### src/rtl/regfile_write_arbiter_if.sv
// Writeback request, register-file write port and hazard-mask bundle for
// regfile_write_arbiter. The slave side is the arbiter; the master side is its environment.
interface regfile_write_arbiter_if #(
  parameter int DATA_W = 32,
  parameter int ADDR_W = 5
);
  logic              req0_valid;
  logic [ADDR_W-1:0] req0_rd;
  logic [DATA_W-1:0] req0_data;
  logic              req0_ready;
  logic              req1_valid;
  logic [ADDR_W-1:0] req1_rd;
  logic [DATA_W-1:0] req1_data;
  logic              req1_ready;
  logic              hold;
  logic              flush;
  logic              rf_we;
  logic [ADDR_W-1:0] rf_rd;
  logic [DATA_W-1:0] rf_wdata;
  logic [(2**ADDR_W)-1:0] pend_mask;

  modport slave (
    input  req0_valid, req0_rd, req0_data,
    input  req1_valid, req1_rd, req1_data,
    input  hold, flush,
    output req0_ready, req1_ready,
    output rf_we, rf_rd, rf_wdata, pend_mask
  );

  modport master (
    output req0_valid, req0_rd, req0_data,
    output req1_valid, req1_rd, req1_data,
    output hold, flush,
    input  req0_ready, req1_ready,
    input  rf_we, rf_rd, rf_wdata, pend_mask
  );
endinterface

### src/rtl/regfile_write_arbiter.sv
// Round-robin arbiter for the single register-file write port, with a one-entry
// output stage, x0 write suppression and a pending-write mask for hazard checks.
module regfile_write_arbiter #(
  parameter int DATA_W = 32,
  parameter int ADDR_W = 5
) (
  input  logic                    clock,
  input  logic                    reset_n,
  regfile_write_arbiter_if.slave  bus
);
  localparam int NREG = 2**ADDR_W;

  logic              r_full;
  logic [ADDR_W-1:0] r_rd;
  logic [DATA_W-1:0] r_data;
  logic              r_last;

  logic w_can_accept;
  logic w_gnt0;
  logic w_gnt1;
  logic w_rd_nz;

  function automatic logic [NREG-1:0] onehot(input logic [ADDR_W-1:0] idx);
    logic [NREG-1:0] m;
    m      = '0;
    m[idx] = 1'b1;
    return m;
  endfunction

  // reset_n gates the grants so no ready can leak out while the block is held in reset
  assign w_can_accept = reset_n && !bus.flush && (!r_full || !bus.hold);
  assign w_gnt0 = w_can_accept && bus.req0_valid && (!bus.req1_valid ||  r_last);
  assign w_gnt1 = w_can_accept && bus.req1_valid && (!bus.req0_valid || !r_last);

  assign bus.req0_ready = w_gnt0;
  assign bus.req1_ready = w_gnt1;

  always_ff @(posedge clock or negedge reset_n) begin
    if (!reset_n) begin
      r_full <= 1'b0;
      r_rd   <= '0;
      r_data <= '0;
      r_last <= 1'b1;
    end else if (bus.flush) begin
      r_full <= 1'b0;
    end else if (w_gnt0 || w_gnt1) begin
      r_full <= 1'b1;
      r_rd   <= w_gnt1 ? bus.req1_rd   : bus.req0_rd;
      r_data <= w_gnt1 ? bus.req1_data : bus.req0_data;
      r_last <= w_gnt1;
    end else if (r_full && !bus.hold) begin
      r_full <= 1'b0;
    end
  end

  // Output stage: x0 entries occupy the slot but never write or mark a hazard
  assign w_rd_nz       = (r_rd != '0);
  assign bus.rf_we     = r_full && !bus.hold && w_rd_nz;
  assign bus.rf_rd     = r_rd;
  assign bus.rf_wdata  = r_data;
  assign bus.pend_mask = (r_full && w_rd_nz) ? onehot(r_rd) : '0;
endmodule
### src/flat_wrapper.sv
// flat-port wrapper written by rule: the top's interface ports become plain ports
module regfile_write_arbiter_flat 
#(
  parameter int DATA_W = 32,
  parameter int ADDR_W = 5
)
  (clock, reset_n, bus_req0_valid, bus_req0_rd, bus_req0_data, bus_req1_valid, bus_req1_rd, bus_req1_data, bus_hold, bus_flush, bus_req0_ready, bus_req1_ready, bus_rf_we, bus_rf_rd, bus_rf_wdata, bus_pend_mask);
  regfile_write_arbiter_if #(.DATA_W(DATA_W), .ADDR_W(ADDR_W)) bus_i ();
  input  logic clock;
  input  logic reset_n;
  input wire logic [$bits(bus_i.req0_valid)-1:0] bus_req0_valid;
  input wire logic [$bits(bus_i.req0_rd)-1:0] bus_req0_rd;
  input wire logic [$bits(bus_i.req0_data)-1:0] bus_req0_data;
  input wire logic [$bits(bus_i.req1_valid)-1:0] bus_req1_valid;
  input wire logic [$bits(bus_i.req1_rd)-1:0] bus_req1_rd;
  input wire logic [$bits(bus_i.req1_data)-1:0] bus_req1_data;
  input wire logic [$bits(bus_i.hold)-1:0] bus_hold;
  input wire logic [$bits(bus_i.flush)-1:0] bus_flush;
  output wire logic [$bits(bus_i.req0_ready)-1:0] bus_req0_ready;
  output wire logic [$bits(bus_i.req1_ready)-1:0] bus_req1_ready;
  output wire logic [$bits(bus_i.rf_we)-1:0] bus_rf_we;
  output wire logic [$bits(bus_i.rf_rd)-1:0] bus_rf_rd;
  output wire logic [$bits(bus_i.rf_wdata)-1:0] bus_rf_wdata;
  output wire logic [$bits(bus_i.pend_mask)-1:0] bus_pend_mask;
  assign bus_i.req0_valid = bus_req0_valid;
  assign bus_i.req0_rd = bus_req0_rd;
  assign bus_i.req0_data = bus_req0_data;
  assign bus_i.req1_valid = bus_req1_valid;
  assign bus_i.req1_rd = bus_req1_rd;
  assign bus_i.req1_data = bus_req1_data;
  assign bus_i.hold = bus_hold;
  assign bus_i.flush = bus_flush;
  assign bus_req0_ready = bus_i.req0_ready;
  assign bus_req1_ready = bus_i.req1_ready;
  assign bus_rf_we = bus_i.rf_we;
  assign bus_rf_rd = bus_i.rf_rd;
  assign bus_rf_wdata = bus_i.rf_wdata;
  assign bus_pend_mask = bus_i.pend_mask;
  regfile_write_arbiter #(.DATA_W(DATA_W), .ADDR_W(ADDR_W)) u_core (.clock(clock), .reset_n(reset_n), .bus(bus_i));
endmodule
### config.mk
export PLATFORM = sky130hd
export DESIGN_NAME = regfile_write_arbiter_flat
export DESIGN_NICKNAME = d
export VERILOG_FILES = /design/src/rtl/regfile_write_arbiter_if.sv /design/src/rtl/regfile_write_arbiter.sv /design/src/flat_wrapper.sv
export SDC_FILE = /design/constraint.sdc
export NUM_CORES = 1
export LEC_CHECK = 0
export BUFFER_PORTS_ARGS = -buffer_cell sky130_fd_sc_hd__buf_4
export CORE_MARGIN = 2
export CORE_UTILIZATION = 44
export CTS_CLUSTER_SIZE = 10
export DETAILED_ROUTE_END_ITERATION = 7
export PLACE_DENSITY = 0.95
export SETUP_SLACK_MARGIN = 0.02
export SKIP_LAST_GASP = 1
export SYNTH_ARGS = -nofsm -noshare
export SYNTH_HDL_FRONTEND = slang
export SYNTH_SLANG_ARGS = --single-unit
### constraint.sdc
create_clock -name clock -period 4.2 [get_ports clock]
set_input_delay 0.42 -clock clock [delete_from_list [all_inputs] [get_ports clock]]
set_output_delay 0.42 -clock clock [all_outputs]
set_load 0.01 [all_outputs]
==> results of run 1 <==
[critical path: stages, from the launching register on]
cell and delay [ns]:
dfstp_2 0.39, nor2b_2 0.56, buf_4 0.37, nor3_1 0.07, buf_4 0.19
[flip-flops by register name (all words and copies together), names as in the netlist]
| register | count |
|---|---|
| u_core.r_full | 1 |
| u_core.bus.rf_rd | 5 |
| u_core.bus.rf_wdata | 32 |
| u_core.r_last | 1 |
[per-layer routing]
layer / share of wire (%) / global-route usage (%) / routed length [um] / vias up
li1: - / - / - / 1056
met1: 39 / 29.04 / 2504 / 1095
met2: 53 / 42.54 / 3405 / 96
met3: 7.0 / 5.110 / 449 / 7
met4: 1.0 / 6.173 / 66 / 0
met5: 0 / 0 / 0 / -
[power by group through the flow]
stage / Sequential (mW) / Combinational (mW) / Clock (mW)
final: 0.522 / 0.454 / 0.278
after global routing: 0.534 / 0.488 / 0.304
after CTS: 0.522 / 0.457 / 0.285
after detailed placement: 0.525 / 0.458 / 0
after global placement: 0.523 / 0.443 / 0
after floorplan: 0.544 / 0.210 / 0
[how the worst min path moves through the flow]
stage | start | end | slack (ns) | cells after the start
2_1_floorplan | reset_n | u_core.bus.rf_rd[0] | 0.12 | 0
3_3_place_gp | reset_n | u_core.bus.rf_wdata[10] | 0.42 | 1
3_5_place_dp | reset_n | u_core.bus.rf_wdata[3] | 0.42 | 1
4_1_cts | reset_n | u_core.bus.rf_wdata[2] | 0.11 | 1
5_1_grt | reset_n | u_core.bus.rf_wdata[15] | 0.13 | 1
6_report | reset_n | u_core.bus.rf_wdata[3] | 0.09 | 1
[stage by stage]
step	hold WS [ns]	util (%)	instance area (um^2)	instances	power, mW
final	0.08795	70.28	3276	390	1.254
after floorplan	0.1244	-	2097	199	0.7532
after detailed placement	0.4236	68.05	3172	382	0.9829
after CTS	0.1081	70.28	3276	390	1.264
after global routing	0.1312	70.28	3276	390	1.326
after global placement	0.4154	68.05	3172	382	0.9665
[area by class of cell]
type / count / share of cell area, %
Sequential cell: 39 / 29.83
Inverter: 1 / 0.1146
Timing Repair Buffer: 153 / 35.06
Multi-Input combinational cell: 135 / 29.76
Tap cell: 54 / 2.063
Clock inverter: 1 / 0.2292
Clock buffer: 7 / 2.941
[cells by family after synthesis]
family | count (synthesis) | synth area share, %
buf+inv | 25 | 7.040
flops | 39 | 46.60
simple gates | 56 | 13.01
compound gates | 78 | 33.17
other cells | 1 | 0.1788
[cell usage in the layout (no fill, tap or decap)]
cell type / Yosys / routed
conb_1: 1 / 1
dfrtp_1: 38 / 38
a2bb2oi_1: 34 / 34
o22ai_1: 1 / 1
clkinvlp_4: 0 / 1
nor3_1: 2 / 2
nand2_1: 3 / 3
nor2b_1: 2 / 1
o32ai_1: 37 / 37
nand3b_1: 5 / 5
nand2_2: 1 / 1
nand3_1: 2 / 2
nor3b_1: 2 / 2
clkbuf_8: 0 / 7
nor2b_2: 0 / 1
or3_1: 1 / 1
and2_1: 1 / 1
and4bb_1: 1 / 1
or3b_1: 2 / 2
dfstp_2: 1 / 1
a21bo_2: 1 / 1
a31oi_1: 2 / 2
nor2_1: 34 / 34
a2bb2oi_2: 3 / 3
buf_4: 4 / 153
inv_1: 1 / 1
==> qor.txt, run 1 <==
status: completed
Internal: 857.1 uW
sequential element share of the synthesized area: 46.60%
CTS Hold Bufs: 0
DR vias/cell: 5.779
row cnt: 25
PD cells: 382.7 nW/um^2
# IOs: 152
Hold WC Path Type: primary input to asynchronous set/reset pin
RSZ-0062 raised after global routing: false
r2r worst-path depth: 4
Cells after Synth: 199
flip-flop and latch area: 977.2 um^2
# diodes: 0
final RePlAce weighted congestion: 0.7987
total track usage: 23.85%
Core Area: 4661 um^2
sequential share of power: 41.6%
PostCTS Resize Cnt: 0
skew final: 0.009156 ns
Initial Util: 44.99%
P&R area growth vs syn: 56.21%
Worst Setup Path Type: flip-flop to primary output
setup TNS: 0 ns
drt initial violations: 103
wire per inst: 16.48 um
CP Capture Point: bus_req0_ready
largest net degree at the start of global routing: 42
crit path launch: u_core.r_last
Max Buffers Root-to-Sink: 2
Setup violations, final: 0
Post-synth EDFFs: 0
maxcap violations: 0
proportion of layout cells with a drive suffix above 1: 50.00%
r2r endpoint: u_core.bus.rf_wdata[26]
root buffer cell: clkbuf_8
total CTS buffers: 5
via count of the routed design: 2254
Leak: 1.479 nW
Post-synth top cells: 38 x dfrtp_1, 37 x o32ai_1, 34 x a2bb2oi_1, 34 x nor2_1, 9 x clkbuf_1
DR pass1 iterations: 4
first-pass GRT wire length: 10070 um
Ys Warns: 0
Avg Cell Area, Syn: 10.54 um^2
DIE HEIGHT: 73.04 um
most common flop cell mapped by yosys: dfrtp_1
gr ovfl total: 0
Area contributors post-synth: dfrtp_1 45%, o32ai_1 15%, a2bb2oi_1 14%
initial antenna violation count: 0
Seq cells post-synth: 39
die area: 5334 um^2
combinational power share: 36.2%
fin nets: 415
clock sinks: 39
Synthesized Nets: 279
unique cell type count in the Yosys netlist: 26
arrival time worst endpoint: 1.89 ns
Hold Fails Final Rpt: 0
FMAX: 432.8 MHz
DIE WIDTH: 73.04 um
Clock Latency Late Sink: 0.29 ns
# fillers: 356
Slew Viols, Final: 0
Psw: 396.6 uW
switching share of power: 31.63%
post-CTS setup buffers: 0
fraction of registers with async set/reset: 100.0%
Clk network pwr share: 22.2%
Total Wirelength: 6426 um
CP Capture Type: primary output
Setup WS pre-CTS: 2.023 ns
R2R setup slack: 2.46 ns
Peak VDD IR: 0.2155 mV
Crit path required time: 3.78 ns
Port Buf Inserts: 150
worst r2r src: u_core.r_last
top-count cell post-synth: dfrtp_1
antenna-violating nets left: 0
Remaining DRCs: 0
DP Wirelength: 4648 um
Synth area leader: dfrtp_1
Worst slew margin: 27.28%
CTS tree: done
Slew @ Worst Pin: 1.090 ns
final worst path period need: 2.310 ns
H-tree levels: 2
maximum fanout along the worst path: 22
final worst path period share: 55.01%
Multi-input gate area: 974.7 um^2
Yosys top cell area share: 45.35%
Synth Cell Area: 2097 um^2
Worst-path clk slew: 0.08 ns
crit path launch type: flip-flop
vias in the first global route: 2175
min setup slack post-route: 1.890 ns
Power figures use the tool's default switching activity.
==> run 2, diff against run 1 <==
--- a/config.mk
+++ b/config.mk
@@ -7,10 +7,10 @@
 export LEC_CHECK = 0
 export BUFFER_PORTS_ARGS = -buffer_cell sky130_fd_sc_hd__buf_4
 export CORE_MARGIN = 2
-export CORE_UTILIZATION = 44
+export CORE_UTILIZATION = 41
 export CTS_CLUSTER_SIZE = 10
 export DETAILED_ROUTE_END_ITERATION = 7
-export PLACE_DENSITY = 0.95
+export PLACE_DENSITY = 0.9
 export SETUP_SLACK_MARGIN = 0.02
 export SKIP_LAST_GASP = 1
 export SYNTH_ARGS = -nofsm -noshare
==> constraint.sdc (replaced) <==
create_clock -name clock -period 2.3 [get_ports clock]
set_input_delay 0.23 -clock clock [delete_from_list [all_inputs] [get_ports clock]]
set_output_delay 0.23 -clock clock [all_outputs]
set_load 0.01 [all_outputs]
==> run 2 against run 1 <==
Effect of this change: critical path depth increased by 2; hold slack improved by 0.039 ns; sequential cell count did not move.
==> qor.txt, run 2 (synthesis gave the netlist of run 1 again) <==
Largest register FFs: 32
wire per inst: 16.41 um
DIE WIDTH: 75.52 um
Total Wirelength: 6761 um
Port Buf Inserts: 150
arrival time worst endpoint: 1.70 ns
most frequent cells in the layout: 157 x buf_4, 38 x dfrtp_1, 37 x o32ai_1, 34 x nor2_1, 34 x a2bb2oi_1
# fillers: 426
proportion of layout cells with a drive suffix above 1: 50.29%
maximum fanout along the worst path: 13
root buffer cell: clkbuf_8
DP Wirelength: 4812 um
status: completed
Crit path required time: 2.07 ns
die area: 5703 um^2
initial antenna violation count: 0
H-tree levels: 2
vias in the first global route: 2125
FMAX: 517.8 MHz
via count of the routed design: 2299
DIE HEIGHT: 75.52 um
# IOs: 152
Clock Latency Late Sink: 0.30 ns
Remaining DRCs: 0
Initial Util: 41.86%
GRT met2 Usage: 39.81%
PostCTS Resize Cnt: 0
DR vias/cell: 5.580
R2R setup slack: 0.61 ns
maxcap violations: 0
Setup WS pre-CTS: 0.6053 ns
Final Total Pwr: 2.254 mW
PD cells: 675.4 nW/um^2
Worst slew margin: 54.61%
flip-flop and latch area: 977.2 um^2
Max Buffers Root-to-Sink: 2
post-CTS setup buffers: 0
drt initial violations: 78
P&R area growth vs syn: 59.13%
Worst Setup Path Type: primary input to primary output
met1 Track Usage GR: 26.98%
Hold WC Path Type: primary input to flip-flop
gr ovfl total: 0
total CTS buffers: 5
hold slack: 0.1266 ns
Setup violations, final: 0
GRT busiest layer: met2
fin nets: 421
Slew Viols, Final: 0
CP Capture Type: primary output
final worst path period need: 1.931 ns
CTS tree: done
clock sinks: 39
DR pass1 iterations: 4
antenna-violating nets left: 0
setup TNS: 0 ns
largest net degree at the start of global routing: 30
Multi-input gate area: 974.7 um^2
skew final: 0.009517 ns
Worst-path clk slew: 0.07 ns
Hold Fails Final Rpt: 0
routing usage on met3: 5.423%
row cnt: 26
Leak: 1.503 nW
min setup slack post-route: 0.3687 ns
crit path launch type: primary input
final RePlAce weighted congestion: 0.7671
Peak VDD IR: 0.3830 mV
total track usage: 22.82%
first-pass GRT wire length: 9860 um
RSZ-0062 raised after global routing: false
Slew @ Worst Pin: 0.6778 ns
final worst path period share: 83.97%
Core Area: 5010 um^2
most common cell after layout, fill and taps aside: buf_4
# diodes: 0
==> run 2: power by group <==
| part | leakage, nW | switching [mW] | total [mW] | internal [mW] |
|---|---|---|---|---|
| logic | 1.04 | 0.364 | 0.837 | 0.473 |
| clock network | 0.0412 | 0.248 | 0.460 | 0.212 |
| registers | 0.425 | 0.125 | 0.957 | 0.832 |
==> run 2: area by class of cell <==
| class | count | area share, % |
|---|---|---|
| Multi-Input combinational cell | 135 | 29.21 |
| Tap cell | 70 | 2.625 |
| Clock inverter | 2 | 0.3750 |
| Clock buffer | 6 | 2.175 |
| Inverter | 1 | 0.1125 |
| Sequential cell | 39 | 29.28 |
| Timing Repair Buffer | 159 | 36.22 |
==> run 2: what timing repair did <==
action                                  in CTS  in global routing
hold endpoints to repair                    10                  0
endpoints found under the setup margin       0                  0
hold buffers                                 1                  0
==> run 2: through the flow <==
stage,cells,instance area (um^2),utilization (%)
after floorplan,199,2097,-
after CTS,412,3337,66.61
after global routing,412,3337,66.61
after detailed placement,403,3242,64.71
final,412,3337,66.61
after global placement,403,3242,64.71
==> run 2: path summary, 6_finish.rpt <==
path                                          from                      end  cells after the start
min reg2reg                u_core.bus.rf_wdata[23]  u_core.bus.rf_wdata[23]                      1
max in group asynchronous                  reset_n  u_core.bus.rf_wdata[21]                      3
min in group asynchronous                  reset_n  u_core.bus.rf_wdata[23]                      2
max                                        reset_n           bus_req0_ready                      6
max reg2reg                          u_core.r_last      u_core.bus.rf_rd[0]                      4
min                                 bus_req0_valid            u_core.r_last                      2
==> run 2: routing by layer <==
| metal | vias to the layer above | share of wire (%) | wire length [um] |
|---|---|---|---|
| li1 | 1071 | - | - |
| met1 | 1108 | 39 | 2631 |
| met2 | 103 | 51 | 3458 |
| met3 | 17 | 7.4 | 503 |
| met4 | 0 | 2.5 | 167 |
| met5 | - | 0 | 0 |
==> run 2: worst max-delay path: stages <==
cell and delay, ns:
dlygate4sd3_1 0.55, buf_4 0.21, nor2b_1 0.22, nand2_1 0.12
nor3_1 0.21, buf_4 0.16
